`config.mk`:
```
export PLATFORM = sky130hd
export DESIGN_NAME = sym_vn_lut_write_ctrl
export DESIGN_NICKNAME = d
export VERILOG_FILES = /design/src/rtl/sym_vn_lut_write_ctrl.sv
export SDC_FILE = /design/constraint.sdc
export NUM_CORES = 1
export LEC_CHECK = 0
export CAP_MARGIN = 10
export CORE_UTILIZATION = 39
export CTS_CLUSTER_DIAMETER = 40
export DETAILED_ROUTE_END_ITERATION = 8
export PLACE_DENSITY = 0.82
export SLEW_MARGIN = 0
export SYNTH_ARGS = -nofsm -noshare
export SYNTH_HDL_FRONTEND = slang
export SYNTH_SLANG_ARGS = --single-unit
```
`constraint.sdc`:
```
create_clock -name write_clk -period 1.4 [get_ports write_clk]
set_clock_uncertainty 0.2 [all_clocks]
set_input_delay 0.21 -clock write_clk [delete_from_list [all_inputs] [get_ports write_clk]]
set_output_delay 0.21 -clock write_clk [all_outputs]
set_load 0.01 [all_outputs]
```
`src/rtl/sym_vn_lut_write_ctrl.sv`:
```
// Write-side controller for the symmetric 2-input VN IB-LUT RAM.
// Pairs streamed entries into bank0/bank1 words and writes one page per pair.
module sym_vn_lut_write_ctrl #(
  parameter int QUAN_SIZE       = 3,
  parameter int LUT_PORT_SIZE   = 3,
  parameter int ENTRY_ADDR      = 5,
  parameter int MULTI_FRAME_NUM = 2,
  localparam int PAGE_W = ENTRY_ADDR - $clog2(MULTI_FRAME_NUM)
) (
  input  logic                     write_clk,
  input  logic                     rstn,
  input  logic                     load_start,
  input  logic                     load_offset,
  input  logic [LUT_PORT_SIZE-1:0] entry_in,
  input  logic                     entry_valid,
  output logic                     entry_ready,
  output logic [LUT_PORT_SIZE-1:0] lut_in_bank0,
  output logic [LUT_PORT_SIZE-1:0] lut_in_bank1,
  output logic [PAGE_W-1:0]        page_write_addr,
  output logic                     write_addr_offset,
  output logic                     we,
  output logic                     busy,
  output logic                     load_done
);

  localparam logic [PAGE_W-1:0] PAGE_LAST = '1;

  if (QUAN_SIZE < 1 || LUT_PORT_SIZE < 1) begin : g_bad_width
    $error("sym_vn_lut_write_ctrl: widths must be positive");
  end

  typedef enum logic [2:0] {
    S_IDLE,
    S_FETCH0,
    S_FETCH1,
    S_WRITE,
    S_DONE
  } state_t;

  state_t                   r_state;
  state_t                   w_next;
  logic [PAGE_W-1:0]        r_page;
  logic [LUT_PORT_SIZE-1:0] r_bank0;
  logic [LUT_PORT_SIZE-1:0] r_bank1;
  logic                     r_offset;
  logic                     w_hs;

  assign entry_ready = (r_state == S_FETCH0) |
                       (r_state == S_FETCH1);
  assign w_hs        = entry_valid & entry_ready;

  always_comb begin
    w_next = r_state;
    unique case (r_state)
      S_IDLE:   if (load_start) w_next = S_FETCH0;
      S_FETCH0: if (w_hs) w_next = S_FETCH1;
      S_FETCH1: if (w_hs) w_next = S_WRITE;
      S_WRITE:
        if (r_page == PAGE_LAST) w_next = S_DONE;
        else                     w_next = S_FETCH0;
      S_DONE:   w_next = S_IDLE;
      default:  w_next = S_IDLE;
    endcase
  end

  always_ff @(posedge write_clk or negedge rstn) begin
    if (!rstn) begin
      r_state  <= S_IDLE;
      r_page   <= '0;
      r_bank0  <= '0;
      r_bank1  <= '0;
      r_offset <= 1'b0;
    end else begin
      r_state <= w_next;
      if (r_state == S_IDLE && load_start) begin
        r_offset <= load_offset;
        r_page   <= '0;
      end
      if (r_state == S_FETCH0 && w_hs) r_bank0 <= entry_in;
      if (r_state == S_FETCH1 && w_hs) r_bank1 <= entry_in;
      // counter parks on the last page so the address holds through DONE
      if (r_state == S_WRITE && r_page != PAGE_LAST)
        r_page <= r_page + 1'b1;
    end
  end

  assign lut_in_bank0      = r_bank0;
  assign lut_in_bank1      = r_bank1;
  assign page_write_addr   = r_page;
  assign write_addr_offset = r_offset;
  assign we                = (r_state == S_WRITE);
  assign busy              = (r_state != S_IDLE);
  assign load_done         = (r_state == S_DONE);

endmodule
```
# --- Word level (Yosys, flattened, before mapping) ---
# Cells that the tools add are included.
# Widths: inputs -> output; s select.
totals:
  word_cells: 32
  inputBits: 8
  output_inout_bits: 15
  reg_bits: 14
op_classes:
  n_mux: 7
  n_eq_ne: 9
  n_bitwise: 2
  addsub: 1
  reduce_logical: 8
ops:
  columns: ["op", "n"]
  rows:
  - ["$mux 3", 4]
  - ["$pmux 3 s4", 1]
  - ["$mux 4", 2]
  - ["$eq 3x2->1 const B", 2]
  - ["$ne 2x2->1 const B", 3]
  - ["$add 4x1->4 const B", 1]
  - ["$eq 4x4->1 const B", 1]
  - ["$logic_and 1x1->1", 4]
  - ["$ne 4x4->1 const B", 1]
  - ["$eq 3x1->1 const B", 1]
  - ["$eq 3x3->1 const B", 1]
  - ["$logic_not 3->1", 1]
  - ["$reduce_and 3->1", 1]
  - ["$reduce_bool 3->1", 1]
  - ["$reduce_bool 2->1", 1]
  - ["$and 1x1->1", 1]
  - ["$or 1x1->1", 1]

# --- Logic depth before layout (Yosys ltp) ---
depth:
  depth_word: 5
  depth_mapped: 5
  ltp_nobuf: 4

# --- Least setup slack after synthesis ---
# OpenSTA, ideal clock, no wires.
synth_path:
  path_type: "reg2reg"
  from: "register r_page[0] (netlist: page_write_addr[0])"
  to: "register r_page[0] (netlist: page_write_addr[0])"
  period_less_slack_ps: 1502
  slack_ps: -102
  path_stages_with_launch: 5
  setup_time_ps: 125
  n_path_buf: 0
  t_required_ps: 1075
  arrival_ps: 1177
  cell_sequence: "dfrtp_1 -> ha_1 -> nand3_1 -> and2_4 -> mux2_2"
synth_between:
  elab_chain_cells: 3
  word_cells_on_any_way: 5
  cone_classes: "1 x add/sub; 1 x eq/ne; 1 x mux; 2 x reduce/logical"
synth_rtl:
  columns: ["element", "line", "source"]
  rows:
  - ["start, declared", "42", "logic [PAGE_W-1:0] r_page;"]
  - ["start signal, assigned", "83", "r_page <= r_page + 1'b1;"]
  - ["branches (longest 3 deep; another with $add 4x1->4)", null, null]
# Parallel ways; which one is timed is not known.
# A chain may end at the register's enable or synchronous reset.

# --- Final worst setup path ---
layout_path:
  from: "register r_state[1]"
  to: "register r_page[0] (netlist: page_write_addr[0])"
layout_between:
  elab_chain_cells: 3
  word_cells_on_any_way: 6
  cone_classes: "1 x eq/ne; 1 x mux; 4 x reduce/logical"
layout_rtl:
  columns: ["element", "line", "source"]
  rows:
  - ["start, declared", "40", "state_t r_state;"]
  - ["start signal, assigned", "74", "r_state <= w_next;"]
  - ["$eq 3x2->1 / $logic_not 3->1 (equally long branches)", "82, 75", null]
  - ["$logic_and 1x1->1 (on tied branches)", "82, 75", null]
  - ["$mux 4 / $reduce_bool 2->1 (equally long branches)", null, null]
# Parallel ways exist; a longest one is shown, timed or not.

==> impl_summary.md <==
Outcome
The flow ran to the end, but the final reports show violations. The checks that failed: setup timing.

Run
Across the run, the number of max-cap violations was 0.

Route
Using the TritonRoute via totals, the vias-per-cell ratio works out to 4.806. The final layout contains routed wiring with a total length of 1822 µm. After detailed routing, the average wire length per cell comes to 14.69 µm. The post-detailed-route count of antenna-violating nets is 0. For this run, the detailed router's first-pass iteration total came to 4. The final route contains 596 vias. The DRC violation count after routing is 0.

The count of routing violations after the opening detailed-route iteration is 9.

Timing
Setup slack on the critical path of the routed design comes to -0.2604 ns. Based on the critical path, the design can be clocked at up to 602.3 MHz. The pin slew with the least headroom to its limit is 0.3199 ns.

The number of slew-limit violations in the final report is 0. Of the available clock period, the critical path in the final layout requires 1.186. Setup repair after global routing could not meet its margin everywhere. The final number of setup-violating endpoints is 16. The final hold violation count came to 0. The routed design could run at a clock period as short as 1.660 ns. The worst-case hold slack is 0.05921 ns. Measured against its own limit, the worst slew margin works out to 0.7859.

Die
The floorplan step set the die width to 44.31 µm. The number of I/O pins is 23. The initial utilization of the core area, before any placement, comes to 0.4380. The floorplan has 14 rows. The die covers 1963 µm². Measured along the y axis, the die boundary spans 44.31 µm. The core area is 1594 µm².

Cells and area
The filler cells instantiated in the layout total 101. The number of standard cells in the final layout excluding fillers is 124. The number of antenna diodes in the final layout is 0.

The register area is 351.6 µm². The fraction of layout cells with a size suffix above 1 is 0.5300. Once layout is complete, the utilization of the core stands at 0.7582. The number of nets in the final layout is 110. In the final layout, the multi-input gates occupy 400.4 µm². From synthesis to final layout, the design area changed by 73.12%.

Summing all non-filler instances in the final layout gives an area of 1209 µm².

Synthesis
Counting flops and latches in the post-synthesis netlist gives 14. The share of the Yosys chip area taken by registers is 0.5018. The number of nets in the synthesized netlist is 63. Summing every instance area after synthesis gives 698.2 µm². Each instance of the synthesized netlist takes up on average 12.93 µm². The count of warnings emitted by yosys is 0. The number of distinct standard cells referenced by the synthesized netlist is 26. The synthesized instance count is 54.

Setup path
The highest-delay cell along the critical path is sky130_fd_sc_hd__dfrtp_1. For the worst setup path, the data required time is 1.37 ns. STA classifies the critical path endpoint as a flip-flop. The stage delay of the slowest cell on the critical path is 0.41 ns. The arrival time at the worst endpoint is 1.63 ns. The cell that appears most often on the critical path is sky130_fd_sc_hd__buf_6. The critical path goes through buf_6, buf_6, nor4b_4, a21oi_2, mux2_4. The maximum fanout along the worst path is 4. The type of element launching the critical path is a flip-flop. The critical setup path kind is reg -> reg.

Grouping stages by cell kind, the critical path spends the most delay in flip-flops. The count of buffering cells on the critical path with inverters included is 2.

Clock tree
The number of clock sinks seen by CTS is 14. The number of CTS-inserted buffers is 3. The tree is rooted in a sky130_fd_sc_hd__clkbuf_4. After clock tree synthesis, the clock-pin slew on the worst setup and hold paths is 0.09 ns. The clock reaches the later pin of the worst-skew pair after 0.28 ns. The clock tree from TritonCTS is yes. The number of buffers between clock root and the deepest sink is 2. The H-tree level count is 1. The number of buffers inserted by hold repair at cts is 0.

Hold path
The type of the worst min-delay path is in -> async.

Global route
The aggregate global routing overflow is 0. The via count of the first global-routing pass is 640. The initial antenna violation count is 0. The total global routing track utilization is 0.2098.

Entering global routing, the biggest net connects 15 pins. The first global-routing pass estimated 2898 µm of wire.

Power and ir drop
The static leakage power is 0.5779 nW. The worst IR drop on VDD is 1.328 mV. The cell area power density is 2061 nW/µm².

Place
Detailed placement finished with a half-perimeter wire length of 1276 µm. The count of placed standard cells including taps is 112. The placement-stage cell area is 1042 µm².

Routability-driven placement finished with a final weighted congestion of 0.7993. Input and output buffers added on the ports amount to 22.
[stage by stage]
stage                     TNS, ns  setup WS (ns)  total power [mW]
after floorplan           -0.4469       -0.07291             1.322
after global placement     -3.764        -0.3376             1.884
after detailed placement   -3.959        -0.3485             1.947
after CTS                  -3.021        -0.2782             2.454
after global routing       -3.546        -0.3186             2.627
final                      -2.803        -0.2604             2.491
[metal layers]
layer,global-route usage,vias to the layer above,wire length [µm]
met4,0.09697,0,44
met3,0.01224,4,24
met5,0,-,0
li1,-,290,-
met1,0.2302,288,733
met2,0.4059,14,1020
[what timing repair did]
| action | in CTS | in global routing |
|---|---|---|
| setup buffers | 9 | 0 |
| endpoints found under the hold margin | 0 | 0 |
| setup endpoints to repair | 26 | 17 |
| gates resized for setup | 47 | 7 |
| pin swaps | 5 | 6 |
[power breakdown]
group / total, mW / internal [mW] / switching (mW) / leakage [nW]
Sequential: 0.685 / 0.574 / 0.111 / 0.173
Combinational: 1.52 / 0.892 / 0.624 / 0.384
Clock: 0.289 / 0.158 / 0.131 / 0.0210
Total: 2.49 / 1.62 / 0.867 / 0.578
[synth_stat cells]
library cell	instances	area share
sky130_fd_sc_hd__o22ai_1	1	0.0090
sky130_fd_sc_hd__a21oi_2	1	0.013
sky130_fd_sc_hd__nand3b_4	1	0.029
sky130_fd_sc_hd__nor4b_4	1	0.034
sky130_fd_sc_hd__inv_4	1	0.0090
sky130_fd_sc_hd__a22o_1	2	0.025
sky130_fd_sc_hd__xnor2_1	2	0.025
sky130_fd_sc_hd__or3_2	1	0.011
sky130_fd_sc_hd__nor3b_1	1	0.011
sky130_fd_sc_hd__a21oi_1	3	0.021
sky130_fd_sc_hd__mux2_2	5	0.081
sky130_fd_sc_hd__ha_1	1	0.018
sky130_fd_sc_hd__nand3b_1	1	0.011
sky130_fd_sc_hd__nand3_1	2	0.014
sky130_fd_sc_hd__o211ai_1	1	0.011
sky130_fd_sc_hd__nand2b_2	1	0.013
sky130_fd_sc_hd__nor2_1	3	0.016
sky130_fd_sc_hd__nor2_2	1	0.0090
sky130_fd_sc_hd__buf_6	2	0.032
sky130_fd_sc_hd__mux2_1	3	0.048
sky130_fd_sc_hd__nand4_1	1	0.0090
sky130_fd_sc_hd__dfrtp_1	14	0.50
sky130_fd_sc_hd__and2_4	1	0.013
sky130_fd_sc_hd__nand2b_1	2	0.018
sky130_fd_sc_hd__a211o_1	1	0.013
sky130_fd_sc_hd__o21ai_0	1	0.0072
[kinds of logic (layout without fill, tap and decap cells)]
group           after synthesis  after routing  share of synthesized area
buf+inv                       3             49                    0.04122
compound gates               10             10                    0.09857
fa+ha+maj                     1              1                    0.01792
flops                        14             14                     0.5018
simple gates                 16             16                     0.1864
mux                           8              8                     0.1290
xor+xnor                      2              2                    0.02509
[cell usage in the layout, fill, tap and decap left out, types with 2 or more instances in the layout]
cell,count
sky130_fd_sc_hd__a21oi_1,2
sky130_fd_sc_hd__a21oi_2,2
sky130_fd_sc_hd__a22o_1,2
sky130_fd_sc_hd__buf_2,2
sky130_fd_sc_hd__buf_4,16
sky130_fd_sc_hd__buf_6,8
sky130_fd_sc_hd__clkbuf_4,3
sky130_fd_sc_hd__clkdlybuf4s50_1,7
sky130_fd_sc_hd__dfrtp_1,13
sky130_fd_sc_hd__dlygate4sd2_1,9
sky130_fd_sc_hd__mux2_4,7
sky130_fd_sc_hd__nand2b_4,2
sky130_fd_sc_hd__nor2_1,2
sky130_fd_sc_hd__nor2_4,2
sky130_fd_sc_hd__xnor2_1,2
[path summary, 6_finish.rpt]
check                                              start                        endpoint  slack, ns  cells past startpoint
hold / removal                                      rstn  page_write_addr[2]$_DFFE_PN0P_       0.06                      2
max in group asynchronous                           rstn          r_state[2]$_DFFE_PN0P_       0.77                      2
setup / recovery                  r_state[1]$_DFFE_PN0P_  page_write_addr[0]$_DFFE_PN0P_      -0.26                      5
setup reg to reg                  r_state[1]$_DFFE_PN0P_  page_write_addr[0]$_DFFE_PN0P_      -0.26                      5
hold reg to reg            write_addr_offset$_DFFE_PN0P_   write_addr_offset$_DFFE_PN0P_       0.29                      1
min in group write_clk     write_addr_offset$_DFFE_PN0P_   write_addr_offset$_DFFE_PN0P_       0.29                      1
[worst register-to-register path: cells and delay by family (launching register included)]
kind / cells / cell delay (ns)
AND/OR/NAND/NOR: 1 / 0.31
AO/OA/AOI/OAI: 1 / 0.10
buffers and inverters: 2 / 0.25
flip-flops: 1 / 0.41
multiplexers: 1 / 0.27
[flip-flops by register name, summed over array words and instances (netlist names)]
register and count:
lut_in_bank0 3, lut_in_bank1 3, page_write_addr 4, r_state 3, write_addr_offset 1
[final cells by class]
| type | instances | area share |
|---|---|---|
| repair buffers | 44 | 0.3178 |
| multi-input cells | 37 | 0.3313 |
| inverters | 1 | 0.005176 |
| flip-flops and latches | 14 | 0.2909 |
| well taps | 24 | 0.02484 |
| clock buffers | 4 | 0.03002 |
Power figures use the tool's default switching activity.
